### src/rtl/stage_mem_pkg.sv
// stage_mem_pkg: shared types, FSM states and access-size codes for the MEM stage.
package stage_mem_pkg;
  localparam logic [1:0] MEM_B = 2'd0;
  localparam logic [1:0] MEM_H = 2'd1;
  localparam logic [1:0] MEM_W = 2'd2;
  localparam logic [1:0] MEM_D = 2'd3;
  typedef enum logic [2:0] {IDLE, REQ, RESP, DONE, DRAIN} mem_state_e;
  typedef struct packed {
    logic mem_read;
    logic mem_write;
    logic rd_en;
  } ctrl_sign;
  typedef struct packed {
    logic [63:0] pc;
    logic [31:0] instr;
  } pipe_common;
  typedef struct packed {
    logic [63:0] result;
    logic [63:0] rs2;
  } exe2mem;
  typedef struct packed {
    pipe_common  pipe;
    logic        rd_en;
    logic        mem_read;
    logic [63:0] result;
    logic [63:0] readdata;
  } mem2wb;
  typedef struct packed {
    logic        rd_en;
    logic [63:0] value;
  } mem2exe_fw;
endpackage

### src/rtl/stage_mem_align.sv
// mem_align: store byte-lane placement and load extract/extend for a doubleword bus.
module mem_align
  import stage_mem_pkg::*;
(
  input  logic [1:0]  size_i,
  input  logic        uns_i,
  input  logic [2:0]  addr_i,
  input  logic [63:0] wdata_i,
  input  logic [63:0] rdata_i,
  output logic [7:0]  wstrb_o,
  output logic [63:0] wdata_o,
  output logic [63:0] rdata_o
);
  logic [7:0]  mask;
  logic [63:0] sh;
  logic        sx;
  assign mask    = size_i == MEM_B ? 8'h01 : size_i == MEM_H ? 8'h03 : size_i == MEM_W ? 8'h0f : 8'hff;
  assign wstrb_o = mask << addr_i;
  assign wdata_o = wdata_i << {addr_i, 3'b000};
  assign sh      = rdata_i >> {addr_i, 3'b000};
  assign sx      = ~uns_i;
  assign rdata_o = size_i == MEM_B ? {{56{sx & sh[7]}}, sh[7:0]} :
                   size_i == MEM_H ? {{48{sx & sh[15]}}, sh[15:0]} :
                   size_i == MEM_W ? {{32{sx & sh[31]}}, sh[31:0]} : sh;
endmodule

### src/rtl/stage_mem.sv
// stage_mem: MEM pipeline stage; runs one data-bus transaction per load/store and
// stalls the pipeline until its response arrives.
module stage_mem
  import stage_mem_pkg::*;
#(
  parameter int ADDR_W      = 64,
  parameter bit CHECK_ALIGN = 1'b1
) (
  input  logic              clk,
  input  logic              rst,
  input  logic              mem_flush,
  input  logic              mem_valid,
  input  logic              mem_advance,
  output logic              mem_ready,
  input  ctrl_sign          mem_ctrl,
  input  pipe_common        mem_pipe,
  input  exe2mem            mem_in,
  output mem2wb             mem_out,
  output mem2exe_fw         mem_exe_fw,
  output logic              mem_misalign,
  output logic              dbus_req,
  output logic              dbus_we,
  output logic [ADDR_W-1:0] dbus_addr,
  output logic [7:0]        dbus_wstrb,
  output logic [63:0]       dbus_wdata,
  input  logic              dbus_gnt,
  input  logic              dbus_rvalid,
  input  logic [63:0]       dbus_rdata
);
  mem_state_e        state_q, state_d;
  logic              killed_q, killed_d;
  logic [63:0]       rdata_q, rdata_d;
  logic [ADDR_W-1:0] addr_q, addr_s;
  logic [2:0]        f3_q, f3_s;
  logic [63:0]       rs2_q, rs2_s;
  logic              we_q, we_s;
  logic              idle, access, mis, memop, issue;
  logic [1:0]        size;
  logic [2:0]        alo;
  logic [7:0]        lane_strb;
  logic [63:0]       lane_wdata, load_data, readdata;
  assign idle   = state_q == IDLE;
  assign size   = mem_pipe.instr[13:12];
  assign alo    = mem_in.result[2:0];
  assign access = mem_valid & (mem_ctrl.mem_read | mem_ctrl.mem_write);
  assign mis    = CHECK_ALIGN & ((size == MEM_H & alo[0]) | (size == MEM_W & |alo[1:0]) | (size == MEM_D & |alo));
  assign mem_misalign = access & mis;
  assign memop  = access & ~mis;
  assign issue  = idle & memop & ~mem_flush;
  // Request fields track the pipeline while idle and freeze once a transaction is in flight.
  assign addr_s = idle ? mem_in.result[ADDR_W-1:0] : addr_q;
  assign f3_s   = idle ? mem_pipe.instr[14:12] : f3_q;
  assign rs2_s  = idle ? mem_in.rs2 : rs2_q;
  assign we_s   = idle ? mem_ctrl.mem_write : we_q;
  mem_align u_align (
    .size_i (f3_s[1:0]),
    .uns_i  (f3_s[2]),
    .addr_i (addr_s[2:0]),
    .wdata_i(rs2_s),
    .rdata_i(dbus_rdata),
    .wstrb_o(lane_strb),
    .wdata_o(lane_wdata),
    .rdata_o(load_data)
  );
  assign dbus_req   = ~rst & (issue | state_q == REQ);
  assign dbus_we    = dbus_req & we_s;
  assign dbus_wstrb = dbus_we ? lane_strb : 8'h00;
  assign dbus_wdata = lane_wdata;
  assign dbus_addr  = {addr_s[ADDR_W-1:3], 3'b000};
  assign mem_ready  = idle ? (~memop | mem_flush) : state_q == RESP ? dbus_rvalid : state_q == DONE;
  assign readdata   = state_q == DONE ? rdata_q : (state_q == RESP & dbus_rvalid) ? load_data : 64'h0;
  assign mem_out    = '{pipe: mem_pipe, rd_en: mem_ctrl.rd_en, mem_read: mem_ctrl.mem_read,
                        result: mem_in.result, readdata: readdata};
  assign mem_exe_fw = '{rd_en: mem_ctrl.rd_en, value: mem_ctrl.mem_read ? readdata : mem_in.result};
  always_comb begin
    state_d  = state_q;
    killed_d = 1'b0;
    rdata_d  = rdata_q;
    case (state_q)
      IDLE:  if (issue) state_d = dbus_gnt ? RESP : REQ;
      REQ: begin
        killed_d = killed_q | mem_flush;
        if (dbus_gnt) state_d = killed_d ? DRAIN : RESP;
      end
      RESP:
        if (dbus_rvalid) begin
          rdata_d = load_data;
          state_d = (mem_flush | mem_advance) ? IDLE : DONE;
        end else if (mem_flush) state_d = DRAIN;
      DONE:  if (mem_advance | mem_flush) state_d = IDLE;
      DRAIN: if (dbus_rvalid) state_d = IDLE;
      default: state_d = IDLE;
    endcase
  end
  always_ff @(posedge clk or posedge rst) begin
    if (rst) begin
      state_q  <= IDLE;
      killed_q <= 1'b0;
      rdata_q  <= '0;
      addr_q   <= '0;
      f3_q     <= '0;
      rs2_q    <= '0;
      we_q     <= 1'b0;
    end else begin
      state_q  <= state_d;
      killed_q <= killed_d;
      rdata_q  <= rdata_d;
      addr_q   <= addr_s;
      f3_q     <= f3_s;
      rs2_q    <= rs2_s;
      we_q     <= we_s;
    end
  end
endmodule

### config.mk
export PLATFORM = sky130hd
export DESIGN_NAME = stage_mem
export DESIGN_NICKNAME = d
export VERILOG_FILES = /design/src/rtl/stage_mem_pkg.sv /design/src/rtl/stage_mem_align.sv /design/src/rtl/stage_mem.sv
export SDC_FILE = /design/constraint.sdc
export NUM_CORES = 1
export LEC_CHECK = 0
export CORE_AREA = 3 3 280 282
export DETAILED_ROUTE_END_ITERATION = 6
export DIE_AREA = 0 0 283 285
export GPL_TIMING_DRIVEN = 0
export PLACE_DENSITY = 0.51
export SLEW_MARGIN = 10
export SYNTH_ARGS = -nofsm -noshare
export SYNTH_HDL_FRONTEND = slang
export SYNTH_SLANG_ARGS = --single-unit
### constraint.sdc
create_clock -name clk -period 9.5 [get_ports clk]
set_input_delay 2.85 -clock clk [delete_from_list [all_inputs] [get_ports clk]]
set_output_delay 2.85 -clock clk [all_outputs]
set_load 0.02 [all_outputs]
* Word level (Yosys, flattened, before mapping)
Index checks and enable logic that the tools add are counted.
** Storage, ports and cells
- Latch bits :: 0
- Memories kept :: 0
- Bits in writable memories :: 0
- Bits in registers :: 200
- Bits in read-only memories :: 0
- Input bits :: 298
- Logic and storage cells :: 83
- Output and inout port bits :: 431
** Operators by class
- Shift operators :: 3
- Eq/ne operators :: 14
- $add $sub $neg :: 0
- Reduce and logical (&&, ||, !) cells :: 6
- Multipliers :: 0
- $lt $le $gt $ge :: 0
- Bitwise operators :: 26
- Div/mod/pow operators :: 0
- Multiplexer cells :: 27
** Operators with widths (number)
- $mux 64 :: 8
- $shl 64x6->64 :: 1
- $shr 64x6->64 :: 1
- $mux 8 :: 4
- $mux 3 :: 8
- $pmux 3 s5 :: 1
- $and 1x1->1 :: 14
- $shl 8x3->8 :: 1
- $or 1x1->1 :: 7
- $eq 2x2->1 const B :: 3
- $eq 3x2->1 const B :: 2
- $not 1->1 :: 5
- $reduce_and 5->1 :: 1
- $eq 2x1->1 const B :: 2
- $mux 1 :: 4
- $mux 2 :: 2
- $ne 2x1->1 const B :: 2
- $ne 2x2->1 const B :: 2
- $eq 3x1->1 const B :: 1
- $eq 3x3->1 const B :: 1
- $logic_not 3->1 :: 1
- $ne 3x3->1 const B :: 1
- $reduce_or 3->1 :: 1
- $logic_not 2->1 :: 1
- other kinds (2) :: 2

* Depth between registers and ports, before layout
- Word-level depth :: 12
- Depth in mapped cells :: 12
- Depth with buffers taken out :: 8

* Cells and area by module
From an unflattened synthesis, not the netlist that was laid out.
** Second synthesis, totals
- Cell total of the unflattened synthesis :: 1425
- Area, all modules :: 14730.4 µm²
** Modules (own cells, without submodules)
- stage_mem :: area each 10756.6 µm², times used 1, cells an instance 846
- mem_align :: area each 3973.8 µm², times used 1, cells an instance 579

* Worst setup path before layout
No wires, ideal clock.
- Path type :: in2out
- Start point :: in mem_in[64] (netlist name)
- End point :: out dbus_wstrb[5]
- Stages on the path :: 10
- Buffers on the path :: 2
- Slack :: 1481 ps
- Arrival :: 5169 ps
- Data required time :: 6650 ps
- Cells stage by stage :: buf_2 buf_1 o21a_1 a2111oi_0 nor2_1 nor2b_1 nand2_1 inv_1 o21ai_0 a21oi_1
** On the way
- Word-level cells in the longest chain between the ends :: 12
- Elaborated cells on any way between the ends :: 17
- Classes of those cells :: shift: 1; mux: 2; bitwise: 12; reduce/logical: 2
** Ends and longest elaborated chain
- start: declaration :: RTL line stage_mem.sv:17 : input exe2mem mem_in,
- $reduce_or 2->1 :: RTL line stage_mem.sv:46 : assign mis = CHECK_ALIGN & ((size == MEM_H & alo[0]) | (size == MEM_W & |alo[1:0]) | (size == MEM_D & |alo));
- $and 1x1->1 :: RTL line stage_mem.sv:46
- $or 1x1->1 :: RTL line stage_mem.sv:46
- $or 1x1->1 * :: RTL line stage_mem.sv:46
- $not 1->1 * :: RTL line stage_mem.sv:48 : assign memop = access & ~mis;
- $and 1x1->1 * :: RTL line stage_mem.sv:48
- $and 1x1->1 * (2 in a row) :: RTL line stage_mem.sv:49 : assign issue = idle & memop & ~mem_flush;
- $or 1x1->1 * :: RTL line stage_mem.sv:65 : assign dbus_req = ~rst & (issue | state_q == REQ);
- $and 1x1->1 * :: RTL line stage_mem.sv:65
- via dbus_req :: RTL line stage_mem.sv:21 : output logic dbus_req,
- $and 1x1->1 * :: RTL line stage_mem.sv:66 : assign dbus_we = dbus_req & we_s;
- via dbus_we :: RTL line stage_mem.sv:22 : output logic dbus_we,
- $mux 8 * :: RTL line stage_mem.sv:67 : assign dbus_wstrb = dbus_we ? lane_strb : 8'h00;
- end: declaration :: RTL line stage_mem.sv:24 : output logic [7:0] dbus_wstrb,
Mark *: on every way through the listed nets, which the timed path passes. The rest lies on a longest branch.

==> metrics.md <==
| Metric | Value |
|---|---|
| Sequential share of the synthesized area | 0.302 |
| Fillers | 8,257 |
| H-tree levels | 4 |
| Initial antenna violation count | 25 |
| Worst-path maximum fanout | 10 |
| Worst EP required | 6650 ps |
| Met3 Track Usage GR | 0.0629 |
| Final HPWL DP | 81,300 um |
| Starting Density | 0.218 |
| Crit Path Category | in2out |
| Die ar. | 0.0807 mm2 |
| Total GRT Usage | 0.238 |
| Worst-path clk slew | 80 ps |
| 1st-iter DRT viols | 1,757 |
| Setup violators final | 0 |
| Status | finished, violations left |
| Core Region | 0.0759 mm2 |
| Clock period minus worst slack | 9370 ps |
| # IOs | 729 |
| Layout cells sized above 1 | 0.148 |
| Synth Flop Type | dfrtp_1 |
| Avg WL per Cell | 25.5 um |
| Leakage power | 10.7 nW |
| Global Route met1 Usage | 0.304 |
| Design Power | 9.80 mW |
| Layout Cells excl Fill | 3,933 |
| Synthesized flop and latch total | 200 |
| Final worst slack | 131 ps |
| Vias | 19,332 |
| Post-Place Worst Slack | -467 ps |
| Final count of pins violating max slew | 0 |
| Power Density | 392 mW/mm2 |
| Die X | 283 um |
| Vias in the first global route | 19,009 |
| Final core occ | 0.330 |
| Hold Fails Final Rpt | 0 |
| Routed Antenna Nets | 0 |
| YS warnings | 0 |
| Mean Syn Cell Area | 7.47 um2 |
| Total routed wirelength | 100,000 um |
| Fraction of registers with async set/reset | 1.00 |
| Number of CTS-inserted buffers | 17 |
| Grt peak-use layer | met2 |
| Synth area leader | dfrtp_1 |
| Fin crit share | 0.986 |
| Startpoint types | input port |
| Worst slew pin tran | 1240 ps |
| Endpoint type of the worst setup path | primary output |
| Number of synthesized flops with an enable pin | 0 |
| Synth top area cells | dfrtp_1 (30%), buf_4 (10%), nand2_1 (9.8%), a21oi_1 (5.6%), mux2i_1 (4.8%) |
| Deepest clock path buffer count | 2 |
| Setup TNS | 0 ps |
| Failing checks | design-rule violations |
| Hold buffers post-CTS | 0 |
| Cell Rows | 101 |
| Met2 global-route usage | 0.403 |
| Nets | 3,174 |
| CP arrival | 6520 ps |
| Mapped Cells | 2,220 |
| Worst-skew pair later-pin latency | 520 ps |
| RSZ-0062 raised after global routing | no |
| DR vias/cell | 4.92 |
| Port bufs | 630 |
| Largest net degree at the start of global routing | 83 |
| Worst hold path class | reg2reg |
| Post-route DRC | 2 |
| Skew final | 15.0 ps |
| Placer Congestion | 0.983 |
| Cell Area, Synth | 0.0166 mm2 |
| Slew margin rel. | 0.172 |
| Area Growth Syn to Fin | 50.8% |
| Die Ht | 285 um |
| CTS Root Cell | clkbuf_16 |
| Total gr overflow | 0 |
| Drt first pass iters | 7 |
| VDD IR max | 0.300 mV |
| Share of the synthesized area in the top cell type | 0.302 |
| Placed cell count | 3,884 |
| Total clock sinks | 200 |
| Synth unique cells | 61 |
| CTS tree | built |
| Achievable clock frequency | 0.107 GHz |
| Max_cap viols | 0 |
| First-pass GRT wire length | 140,000 um |
==> logic make-up after synthesis <==
logic type / share of synthesized area
buffers and inverters: 0.156
AND/OR/NAND/NOR: 0.205
AO/OA/AOI/OAI: 0.236
multiplexers: 0.102
flip-flops: 0.302
other: 0.000226
==> critical path: stages <==
cell and delay (ps):
clkdlybuf4s50_1 560, or4b_1 530, nand4_1 580, a2111oi_4 70
buf_4 200, buf_4 170, buf_4 170, a221oi_1 660
o21ai_1 130, clkdlybuf4s50_1 580
==> cells in the mapped netlist (14+ instances only) <==
cell type / n
nor2_1: 202
a22o_1: 14
nand3_1: 66
a32oi_1: 14
a31oi_1: 80
nor2b_1: 28
o21ai_1: 31
dfrtp_1: 200
a21oi_1: 186
clkbuf_1: 124
mux2_2: 56
a211oi_1: 71
buf_1: 22
buf_4: 230
inv_1: 30
buf_2: 38
a211o_1: 32
a22oi_1: 18
o21ai_0: 107
nand2_1: 432
a21o_1: 23
mux2i_1: 80
==> flip-flops by register name, indices dropped and copies added, names as in the netlist <==
signal    flops
killed_q      1
f3_q          3
rdata_q      64
state_q       3
we_q          1
rs2_q        64
addr_q       64
==> final timing paths <==
kind                               from        endpoint  slack (ps)  cells past startpoint
min in group asynchronous           rst            we_q        2780                      2
max in group asynchronous           rst      addr_q[22]        5570                      4
max                        mem_pipe[12]  mem_exe_fw[30]         130                     10
max reg2reg                  state_q[1]      addr_q[61]        5050                     10
min reg2reg                        we_q            we_q         480                      2
min                                we_q            we_q         480                      2
==> repair_timing <==
| item | 4_1_cts | 5_1_grt |
|---|---|---|
| gates resized for setup | 40 | 33 |
| setup buffers | 1 | 2 |
| setup endpoints to repair | 169 | 93 |
| pin swaps | 1 | 1 |
==> cells in the final DEF, fill, tap and decap left out, drive strengths merged, types with 14 or more instances in the layout <==
master	synthesis	routed
a211o	32	32
clkdlybuf4s50	0	604
dfrtp	200	200
buf	290	293
a21o	23	23
a22o	14	14
a22oi	18	18
diode	0	14
mux2i	81	81
nand2	432	432
nor3	14	14
nor2b	28	28
a21oi	187	187
dlygate4sd2	0	21
a211oi	72	72
o21ai	138	138
clkbuf	124	143
nand3	66	66
nor2	203	203
mux2	56	56
a32oi	15	15
inv	31	39
a31oi	80	80
==> per-stage QoR <==
step / instance area, um2 / hold WS (ps)
6_report: 25000 / 478
5_1_grt: 25000 / 497
4_1_cts: 24900 / 482
3_5_place_dp: 24300 / 459
3_3_place_gp: 24200 / 456
2_1_floorplan: 16600 / 441
==> layer usage <==
layer / routed length (um) / part of all wire / vias up
met5: 136 / 0.0014 / -
met4: 1900 / 0.019 / 22
met3: 8300 / 0.083 / 118
met2: 48100 / 0.48 / 945
met1: 41800 / 0.42 / 9379
li1: - / - / 8868
==> final cells by class <==
type / instances / area, um2 / area share
flip-flops and latches: 200 / 5000 / 0.200
clock buffers: 18 / 439 / 0.0175
multi-input cells: 1576 / 9080 / 0.363
clock inverters: 14 / 179 / 0.00715
inverters: 32 / 129 / 0.00515
well taps: 1030 / 1290 / 0.0515
repair buffers: 635 / 6370 / 0.255
plain buffers: 414 / 2490 / 0.0997
diodes: 14 / 35.0 / 0.00140
==> power breakdown <==
part	internal (mW)	total, mW	leakage (nW)	switching, mW
clock	0.387	0.832	0.302	0.445
combinational	2.74	7.50	7.95	4.76
sequential	1.27	1.47	2.41	0.197
Power figures use the tool's default switching activity.
